<file path="src/rtl/pipeline_hazard_unit.sv">
// Hazard control for the 5-stage pipeline: tracks in-flight destinations in
// EX/MEM/WB and produces stall, flush, operand-forward and counter outputs.
module pipeline_hazard_unit #(
   parameter int REG_AW         = 4,
   parameter bit ENABLE_FWD     = 1'b1,
   parameter bit WB_BYPASS      = 1'b1,
   parameter int LOAD_USE_STALL = 1,
   parameter bit R0_ZERO        = 1'b0,
   parameter int CNT_W          = 16
) (
   input  logic              clk,
   input  logic              rst,
   input  logic              id_valid,
   input  logic [REG_AW-1:0] id_rs1,
   input  logic [REG_AW-1:0] id_rs2,
   input  logic [REG_AW-1:0] id_rs3,
   input  logic              id_use1,
   input  logic              id_use2,
   input  logic              id_use3,
   input  logic [REG_AW-1:0] id_rd,
   input  logic              id_regwrite,
   input  logic              id_memread,
   input  logic              ex_pcsource,
   output logic              pc_en,
   output logic              ifid_en,
   output logic              ifid_flush,
   output logic              idex_flush,
   output logic [1:0]        fwd_a,
   output logic [1:0]        fwd_b,
   output logic [1:0]        fwd_c,
   output logic [CNT_W-1:0]  stall_cnt,
   output logic [CNT_W-1:0]  flush_cnt
);

   typedef struct packed {
      logic              valid;
      logic [REG_AW-1:0] rd;
      logic              regwrite;
      logic              memread;
   } slot_t;

   typedef struct packed {
      slot_t                  w;
      logic [2:0][REG_AW-1:0] rs;
      logic [2:0]             rdUse;
   } exSlot_t;

   exSlot_t exQ, exD;
   slot_t   memQ, wbQ;
   logic [CNT_W-1:0] stallCntQ, stallCntD, flushCntQ, flushCntD;

   logic [2:0][REG_AW-1:0] idSrc;
   logic [2:0]             idUse;
   logic                   loadUse, noFwdHazard, stall, jump;
   logic [2:0][1:0]        fwdSel;

   assign idSrc = {id_rs3, id_rs2, id_rs1};
   assign idUse = {id_use3, id_use2, id_use1};
   assign jump  = ex_pcsource;

   // A hardwired r0 is never a real producer, so it must not match.
   function automatic logic writerMatch(slot_t s, logic [REG_AW-1:0] src, logic srcUsed);
      return s.valid && s.regwrite && srcUsed && (s.rd == src) && !(R0_ZERO && (src == '0));
   endfunction

   always_comb begin
      loadUse     = 1'b0;
      noFwdHazard = 1'b0;
      for (int i = 0; i < 3; i++) begin
         if (writerMatch(exQ.w, idSrc[i], idUse[i]) && exQ.w.memread)
            loadUse = 1'b1;
         if ((LOAD_USE_STALL == 2) && writerMatch(memQ, idSrc[i], idUse[i]) && memQ.memread)
            loadUse = 1'b1;
         if (writerMatch(exQ.w, idSrc[i], idUse[i]) || writerMatch(memQ, idSrc[i], idUse[i]) ||
             (!WB_BYPASS && writerMatch(wbQ, idSrc[i], idUse[i])))
            noFwdHazard = 1'b1;
      end
      stall = id_valid && (loadUse || (!ENABLE_FWD && noFwdHazard));
   end

   always_comb begin
      for (int i = 0; i < 3; i++) begin
         fwdSel[i] = 2'd0;
         if (ENABLE_FWD) begin
            if (writerMatch(memQ, exQ.rs[i], exQ.rdUse[i]) && !memQ.memread)
               fwdSel[i] = 2'd1;
            else if (writerMatch(memQ, exQ.rs[i], exQ.rdUse[i]) && (LOAD_USE_STALL == 1))
               fwdSel[i] = 2'd3;
            else if (writerMatch(wbQ, exQ.rs[i], exQ.rdUse[i]) && !WB_BYPASS)
               fwdSel[i] = 2'd2;
         end
      end
   end

   // A taken jump wins over a stall: the wrong-path ID instruction is discarded anyway.
   assign pc_en      = jump || !stall;
   assign ifid_en    = jump || !stall;
   assign ifid_flush = jump;
   assign idex_flush = jump || stall;
   assign fwd_a      = fwdSel[0];
   assign fwd_b      = fwdSel[1];
   assign fwd_c      = fwdSel[2];
   assign stall_cnt  = stallCntQ;
   assign flush_cnt  = flushCntQ;

   always_comb begin
      exD = '0;
      if (!idex_flush) begin
         exD.w.valid    = id_valid;
         exD.w.rd       = id_rd;
         exD.w.regwrite = id_regwrite;
         exD.w.memread  = id_memread;
         exD.rs         = idSrc;
         exD.rdUse      = idUse;
      end
      stallCntD = stallCntQ;
      if (stall && !jump && (stallCntQ != {CNT_W{1'b1}}))
         stallCntD = stallCntQ + CNT_W'(1);
      flushCntD = flushCntQ;
      if (jump && (flushCntQ != {CNT_W{1'b1}}))
         flushCntD = flushCntQ + CNT_W'(1);
   end

   always_ff @(posedge clk or negedge rst) begin
      if (!rst) begin
         exQ       <= '0;
         memQ      <= '0;
         wbQ       <= '0;
         stallCntQ <= '0;
         flushCntQ <= '0;
      end else begin
         exQ       <= exD;
         memQ      <= exQ.w;
         wbQ       <= memQ;
         stallCntQ <= stallCntD;
         flushCntQ <= flushCntD;
      end
   end

endmodule
</file>
<file path="config.mk">
export PLATFORM = sky130hd
export DESIGN_NAME = pipeline_hazard_unit
export DESIGN_NICKNAME = d
export VERILOG_FILES = /design/src/rtl/pipeline_hazard_unit.sv
export SDC_FILE = /design/constraint.sdc
export NUM_CORES = 1
export LEC_CHECK = 0
export BUFFER_PORTS_ARGS = -buffer_cell sky130_fd_sc_hd__buf_2
export CAP_MARGIN = 40
export CORE_MARGIN = 4
export CORE_UTILIZATION = 35
export CTS_BUF_LIST = sky130_fd_sc_hd__clkbuf_4
export DETAILED_ROUTE_END_ITERATION = 10
export PLACE_DENSITY_LB_ADDON = 0.2
export SLEW_MARGIN = 40
export SYNTH_ARGS = -nofsm -noshare
export SYNTH_HDL_FRONTEND = slang
export SYNTH_SLANG_ARGS = --single-unit
</file>
<file path="constraint.sdc">
create_clock -name clk -period 1.8 [get_ports clk]
set_input_delay 0.18 -clock clk [delete_from_list [all_inputs] [get_ports clk]]
set_output_delay 0.18 -clock clk [all_outputs]
set_load 0.05 [all_outputs]
</file>
==> impl_metrics.env, run 1 <==
export IMPL_antenna_found_initial=0
export IMPL_die_w_um=97.45
export IMPL_route_detailed_drc=0
export IMPL_drt_wl_total_mm=6.946
export IMPL_cts_buffers=9
export IMPL_violations="setup timing"
export IMPL_p_sw_mw=1.138
export IMPL_overflow=0
export IMPL_intPower_mw=2.329
export IMPL_placed_cells=432
export IMPL_final_antenna_net_count=0
export IMPL_postSynthAreaPerCell_um2=11.92
export IMPL_syn_cell_area_um2=2800
export IMPL_critPathCaptureType="output pin"
export IMPL_grt_pass1_vias=2327
export IMPL_tightest_slew_ns=0.3373
export IMPL_placed_area_um2=3600
export IMPL_cp_max_fo=3
export IMPL_synth_area_leaders="dfrtp_1 (55%), xor2_1 (9.7%), xnor2_1 (6.9%), and2_1 (5.8%), nand4_1 (3.6%)"
export IMPL_routedWlPerCell_um=14.47
export IMPL_die_y_um=97.45
export IMPL_num_nets_final=400
export IMPL_dpl_hpwl_mm=4.711
export IMPL_seqPwrFrac_pct=46.0
export IMPL_fin_total_pwr_mw=3.467
export IMPL_cts_max_level=3
export IMPL_synth_top_cell_by_area="dfrtp_1"
export IMPL_pwr_share_clk_pct=32.1
export IMPL_pin_count=67
export IMPL_clk_path_buf_depth=2
export IMPL_synth_area_mux_share_pct=1.475
export IMPL_p_leak_nw=2.154
export IMPL_yosys_area_share_simple_pct=23.32
export IMPL_relSlewSlack_pct=77.51
export IMPL_clkSinkCount=61
export IMPL_fin_cells=480
export IMPL_core_um2=7767
export IMPL_ys_seq_area_share_pct=54.51
export IMPL_min_path_cells=2
export IMPL_dr_total_vias=2198
export IMPL_synth_top_area_share_pct=54.51
export IMPL_crit_path_start_kind="flop"
export IMPL_fin_ws_ns=-0.3772
export IMPL_root_buffer="clkbuf_4"
export IMPL_fin_area_um2=4432
export IMPL_reg2reg_depth=9
export IMPL_port_buffers=66
export IMPL_powerDensity_nw_per_um2=782.3
export IMPL_fin_skew_ns=0.01199
export IMPL_place_ws_ns=-0.1331
export IMPL_syn_to_final_growth_pct=58.27
export IMPL_finalSetupViolations=34
export IMPL_firstDrtPassIters=4
export IMPL_rsz0062_at_grt="true"
export IMPL_dr_first_iter_drc_count=41
export IMPL_globalRouteTotalUtil_pct=15.25
export IMPL_num_antenna_cells=0
export IMPL_gp_congestion=0.7580
export IMPL_synth_xor_area_share_pct=16.58
export IMPL_syn_inst=235
export IMPL_synth_warnings=0
export IMPL_ir_worst_vdd_uv=895.2
export IMPL_seq_area_um2=1553
export IMPL_cts_tree="done"
export IMPL_period_share_pct=121.0
export IMPL_synth_compound_area_share_pct=1.340
export IMPL_drive_above_1_share_pct=52.38
export IMPL_max_freq_mhz=459.3
export IMPL_hold_path_class="primary input to flop"
export IMPL_critical_path_required_ns=1.62
export IMPL_synth_fa_ha_area_share_pct=0.8937
export IMPL_multi_input_area_um2=1489
export IMPL_worstPathArrival_ns=2.00
export IMPL_row_count=32
export IMPL_outcome="complete, but fails checks"
export IMPL_via_per_inst=4.579
export IMPL_slew_viol_final=0
export IMPL_power_frac_comb_pct=21.8
export IMPL_clk_pin_slew_worst_paths_ns=0.12
export IMPL_max_cap_violations=0
export IMPL_critical_path_class="flop to output pin"
export IMPL_synth_top_family_by_area="simple AND/OR/NAND/NOR gates"
export IMPL_initial_core_util_pct=36.05
export IMPL_grt_pass1_wl_mm=11.50
export IMPL_clock_latency_ns=0.40
export IMPL_finalCriticalPeriod_ns=2.177
export IMPL_p_sw_share_pct=32.82
export IMPL_yosysUniqueCellTypes=34
export IMPL_grt_max_degree=50
export IMPL_hold_viol=0
export IMPL_die_area_um2=9496
export IMPL_syn_nets=262
export IMPL_fill_cells=686
export IMPL_ys_ff_latch=61
export IMPL_final_setup_tns_ns=-4.863
==> power groups by stage <==
stage               Clock, mW  Sequential (mW)  Combinational (mW)
floorplan                   0             1.87               0.199
CTS                      1.15             1.59               0.742
global route             1.23             1.62               0.806
global placement            0             1.61               0.680
detailed placement          0             1.61               0.697
finish                   1.11             1.60               0.757
==> repair_timing <==
item | in CTS | in global routing
buffers inserted | 9 | 4
gates resized for setup | 65 | 30
pin swaps | 38 | 15
hold buffers | 18 | 2
gates cloned | 0 | 1
endpoints found under the setup margin | 30 | 49
hold endpoints to repair | 29 | 2
==> registers in the layout, summed over array words and instances, names as in the netlist <==
signal / count
exQ: 22
stall_cnt: 16
memQ: 7
flush_cnt: 16
==> stage by stage <==
step / hold WS, ns / utilization, %
final: 0.05173 / 57.06
after global routing: 0.01978 / 57.06
after CTS: 0.002788 / 54.90
after detailed placement: 0.1098 / 46.34
after global placement: 0.1062 / 46.34
after floorplan: -0.1156 / -
==> placed cells by master, fill, tap and decap left out, types with 3 or more instances in the layout <==
cell type      count
buf_6             12
dfrtp_2           21
buf_8             10
xnor2_1           17
nand4_1           16
nor4_4             4
and2_1            18
nand3_1           12
nor2_1             4
xor2_1            28
buf_2             57
dlygate4sd3_1     20
clkbuf_4           9
xnor2_2            5
nor2_4             8
buf_12             5
and2_4             8
buf_4             29
and3_1             6
dfrtp_1           40
nand2_1            8
xor2_2             3
==> final timing paths <==
check	from	endpoint	slack (ns)
min reg2reg	exQ[21]$_DFF_PN0_	memQ[6]$_DFF_PN0_	0.38
max reg2reg	exQ[19]$_DFF_PN0_	stall_cnt[1]$_DFFE_PN0P_	-0.29
max in group asynchronous	rst	flush_cnt[12]$_DFFE_PN0P_	1.01
min in group asynchronous	rst	stall_cnt[11]$_DFFE_PN0P_	0.20
min	id_rs2[0]	exQ[7]$_DFF_PN0_	0.05
max	exQ[20]$_DFF_PN0_	idex_flush	-0.38
==> cell type report <==
class	instances	share of cell area [%]
clock buffers	9	1.525
clock inverters	7	2.230
inverters	2	0.1694
multi-input cells	166	33.60
flip-flops and latches	61	35.04
well taps	102	2.880
repair buffers	133	24.56
==> cells by family after synthesis <==
logic type	after synthesis
xor gates and xnor gates	53
AOI/OAI and AO/OA	3
buffers and inverters	8
muxes	3
adders and majority gates	2
and+or+nand+nor	105
DFF	61
==> cells in the mapped netlist (all sizes together) <==
master   instances
dfrtp           61
xor2            31
and2            26
xnor2           22
nand4           17
nand3           13
nor2            12
nand2            8
and3             7
nor4             6
buf              4
nor3             4
mux2             3
nand2b           3
and4             2
clkbuf           2
ha               2
inv              2
nor3b            2
and4bb           1
nor2b            1
nor4b            1
o2111ai          1
o21a             1
o31ai            1
or3              1
or4              1
==> worst max-delay path, cell delays in order, from the launching register on <==
cell and delay, ns:
dfrtp_1 0.41, buf_6 0.14, xnor2_2 0.12, nand4_1 0.08, nor3_2 0.06, buf_4 0.14, nor4_4 0.28, buf_4 0.18
inv_2 0.04, buf_8 0.14
==> routing by layer <==
layer,GRT usage [%],share of wire (%)
met4,4.473,0.99
met2,24.78,51
met5,0,0
met3,4.953,4.5
met1,19.47,43
Note: power is estimated with default switching activity, not from simulation.
==> run 2, diff against run 1 <==
Settings changed: PLACE_DENSITY set to 0.59, PLACE_DENSITY_LB_ADDON 0.2 to unset.
==> impl_metrics.env, run 2 (synthesis gave the netlist of run 1 again) <==
export IMPL_crit_top_cell="buf_6"
export IMPL_relSlewSlack_pct=81.48
export IMPL_seqPwrFrac_pct=50.3
export IMPL_ir_worst_vdd_uv=740.2
export IMPL_fin_total_pwr_mw=3.163
export IMPL_core_um2=7767
export IMPL_antenna_found_initial=0
export IMPL_rsz0062_at_grt="true"
export IMPL_num_nets_final=395
export IMPL_period_share_pct=119.2
export IMPL_r2r_end="stall_cnt[1]$_DFFE_PN0P_"
export IMPL_route_detailed_drc=0
export IMPL_tightest_slew_ns=0.2778
export IMPL_hold_path_class="primary input to async pin"
export IMPL_highest_signal_layer="met4"
export IMPL_final_antenna_net_count=0
export IMPL_pin_count=67
export IMPL_crit_family="buffers and inverters"
export IMPL_layout_common_cells="buf_2 (57), dfrtp_1 (43), xor2_1 (29), buf_4 (28), and2_1 (24)"
export IMPL_root_buffer="clkbuf_4"
export IMPL_clk_path_buf_depth=2
export IMPL_firstDrtPassIters=4
export IMPL_port_buffers=66
export IMPL_clk_pin_slew_worst_paths_ns=0.11
export IMPL_dr_total_vias=2199
export IMPL_drt_wl_total_mm=6.725
export IMPL_finalSetupViolations=23
export IMPL_wl_met2_mm=3.353
export IMPL_dr_first_iter_drc_count=66
export IMPL_critical_path_class="flop to output pin"
export IMPL_num_antenna_cells=0
export IMPL_max_freq_mhz=466.2
export IMPL_initial_core_util_pct=36.05
export IMPL_die_area_um2=9496
export IMPL_m1WireLength_mm=2.850
export IMPL_die_w_um=97.45
export IMPL_cts_buffers=9
export IMPL_slowest_stage="dfrtp_1"
export IMPL_max_cap_violations=0
export IMPL_cts_tree="done"
export IMPL_fin_ws_ns=-0.3452
export IMPL_slew_viol_final=0
export IMPL_routedWlPerCell_um=14.16
export IMPL_clkSinkCount=61
export IMPL_final_common_cell="buf_2"
export IMPL_clock_latency_ns=0.42
export IMPL_gp_congestion=0.8508
export IMPL_overflow=0
export IMPL_critPathCaptureType="output pin"
export IMPL_cts_max_level=3
export IMPL_pwr_share_clk_pct=26.5
export IMPL_p_sw_mw=1.132
export IMPL_crit_chain="buf_6 -> xnor2_1 -> nand4_1 -> nor3_4 -> buf_6 -> nor4_4 -> inv_1 -> buf_6"
export IMPL_crit_path_start_kind="flop"
export IMPL_intPower_mw=2.031
export IMPL_reg2reg_from="exQ[20]$_DFF_PN0_"
export IMPL_fin_skew_ns=0.01710
export IMPL_power_frac_comb_pct=23.2
export IMPL_route_met3_wl_um=350
export IMPL_dpl_hpwl_mm=4.654
export IMPL_post_route_util_pct=54.99
export IMPL_critical_path_required_ns=1.62
export IMPL_finalCriticalPeriod_ns=2.145
export IMPL_globalRouteTotalUtil_pct=15.45
export IMPL_critPathBufInv=4
export IMPL_slowest_delay_ns=0.41
export IMPL_row_count=32
export IMPL_p_leak_nw=2.072
export IMPL_grt_pass1_wl_mm=11.53
export IMPL_place_ws_ns=-0.1603
export IMPL_powerDensity_nw_per_um2=740.6
export IMPL_violations="setup timing"
export IMPL_die_y_um=97.45
export IMPL_via_per_inst=4.629
export IMPL_cp_max_fo=3
export IMPL_regMostFlops="exQ"
export IMPL_worstPathArrival_ns=1.97
export IMPL_reg2reg_depth=9
export IMPL_r2r_slack_ns=-0.26
export IMPL_outcome="complete, but fails checks"
export IMPL_grt_max_degree=55
export IMPL_syn_to_final_growth_pct=52.55
export IMPL_drive_above_1_share_pct=46.92
export IMPL_grt_pass1_vias=2389
export IMPL_p_sw_share_pct=35.80
export IMPL_hold_viol=0
export IMPL_largest_register_ffs=22
-- run 2: cell count changes in the layout (fill, tap and decap cells not counted), sizes merged --
cell	change
clkinv	+1
bufinv	-2
dlygate4sd3	+3
buf	-8
clkinvlp	+1
-- run 2: through the flow --
stage	hold WS [ns]	TNS, ns	instance area, um2	cells
final	0.1330	-3.604	4272	475
after floorplan	-0.1156	-1.345	2907	235
after global placement	0.04707	-0.3187	3585	430
after CTS	0.1211	-2.729	4190	474
after detailed placement	0.04973	-0.7495	3585	430
after global routing	0.1354	-6.805	4272	475
-- run 2: worst max-delay path by stage --
stage                             start                        end  slack, ns  cells after the start
4_1_cts               exQ[17]$_DFF_PN0_                 idex_flush      -0.37                      7
5_1_grt               exQ[20]$_DFF_PN0_                 idex_flush      -0.45                      8
3_5_place_dp          exQ[20]$_DFF_PN0_  stall_cnt[14]$_DFFE_PN0P_      -0.16                      7
2_1_floorplan  stall_cnt[0]$_DFFE_PN0P_   stall_cnt[1]$_DFFE_PN0P_      -0.21                      6
3_3_place_gp          exQ[20]$_DFF_PN0_  stall_cnt[14]$_DFFE_PN0P_      -0.12                      7
6_report              exQ[20]$_DFF_PN0_                 idex_flush      -0.35                      8
-- run 2: what timing repair did --
action,4_1_cts,5_1_grt
setup buffers,5,3
resized for setup,56,14
hold buffers,23,0
hold endpoints to repair,83,0
pin swaps,29,17
setup endpoints to repair,24,48
-- run 2: layout make-up --
| cell class | count | area (um2) |
|---|---|---|
| clock buffer | 9 | 67.56 |
| clock inverter | 7 | 51.30 |
| fill | 659 | 3496 |
| inverter | 2 | 7.507 |
| multi-input combinational | 166 | 1460 |
| sequential | 61 | 1549 |
| tap | 102 | 127.6 |
| timing repair buffer | 128 | 1008 |
-- run 2: power by group through the flow --
stage,Sequential (mW),Combinational [mW],Clock (mW)
5_1_grt,1.61,0.783,0.935
3_5_place_dp,1.62,0.680,0
2_1_floorplan,1.87,0.199,0
6_report,1.59,0.735,0.837
3_3_place_gp,1.62,0.672,0
4_1_cts,1.59,0.730,0.871
-- run 2: routing by layer --
metal,GRT usage (%),vias to the layer above
met5,0,-
met1,18.51,1061
met3,4.810,14
met2,25.46,57
met4,6.922,0
li1,-,1067
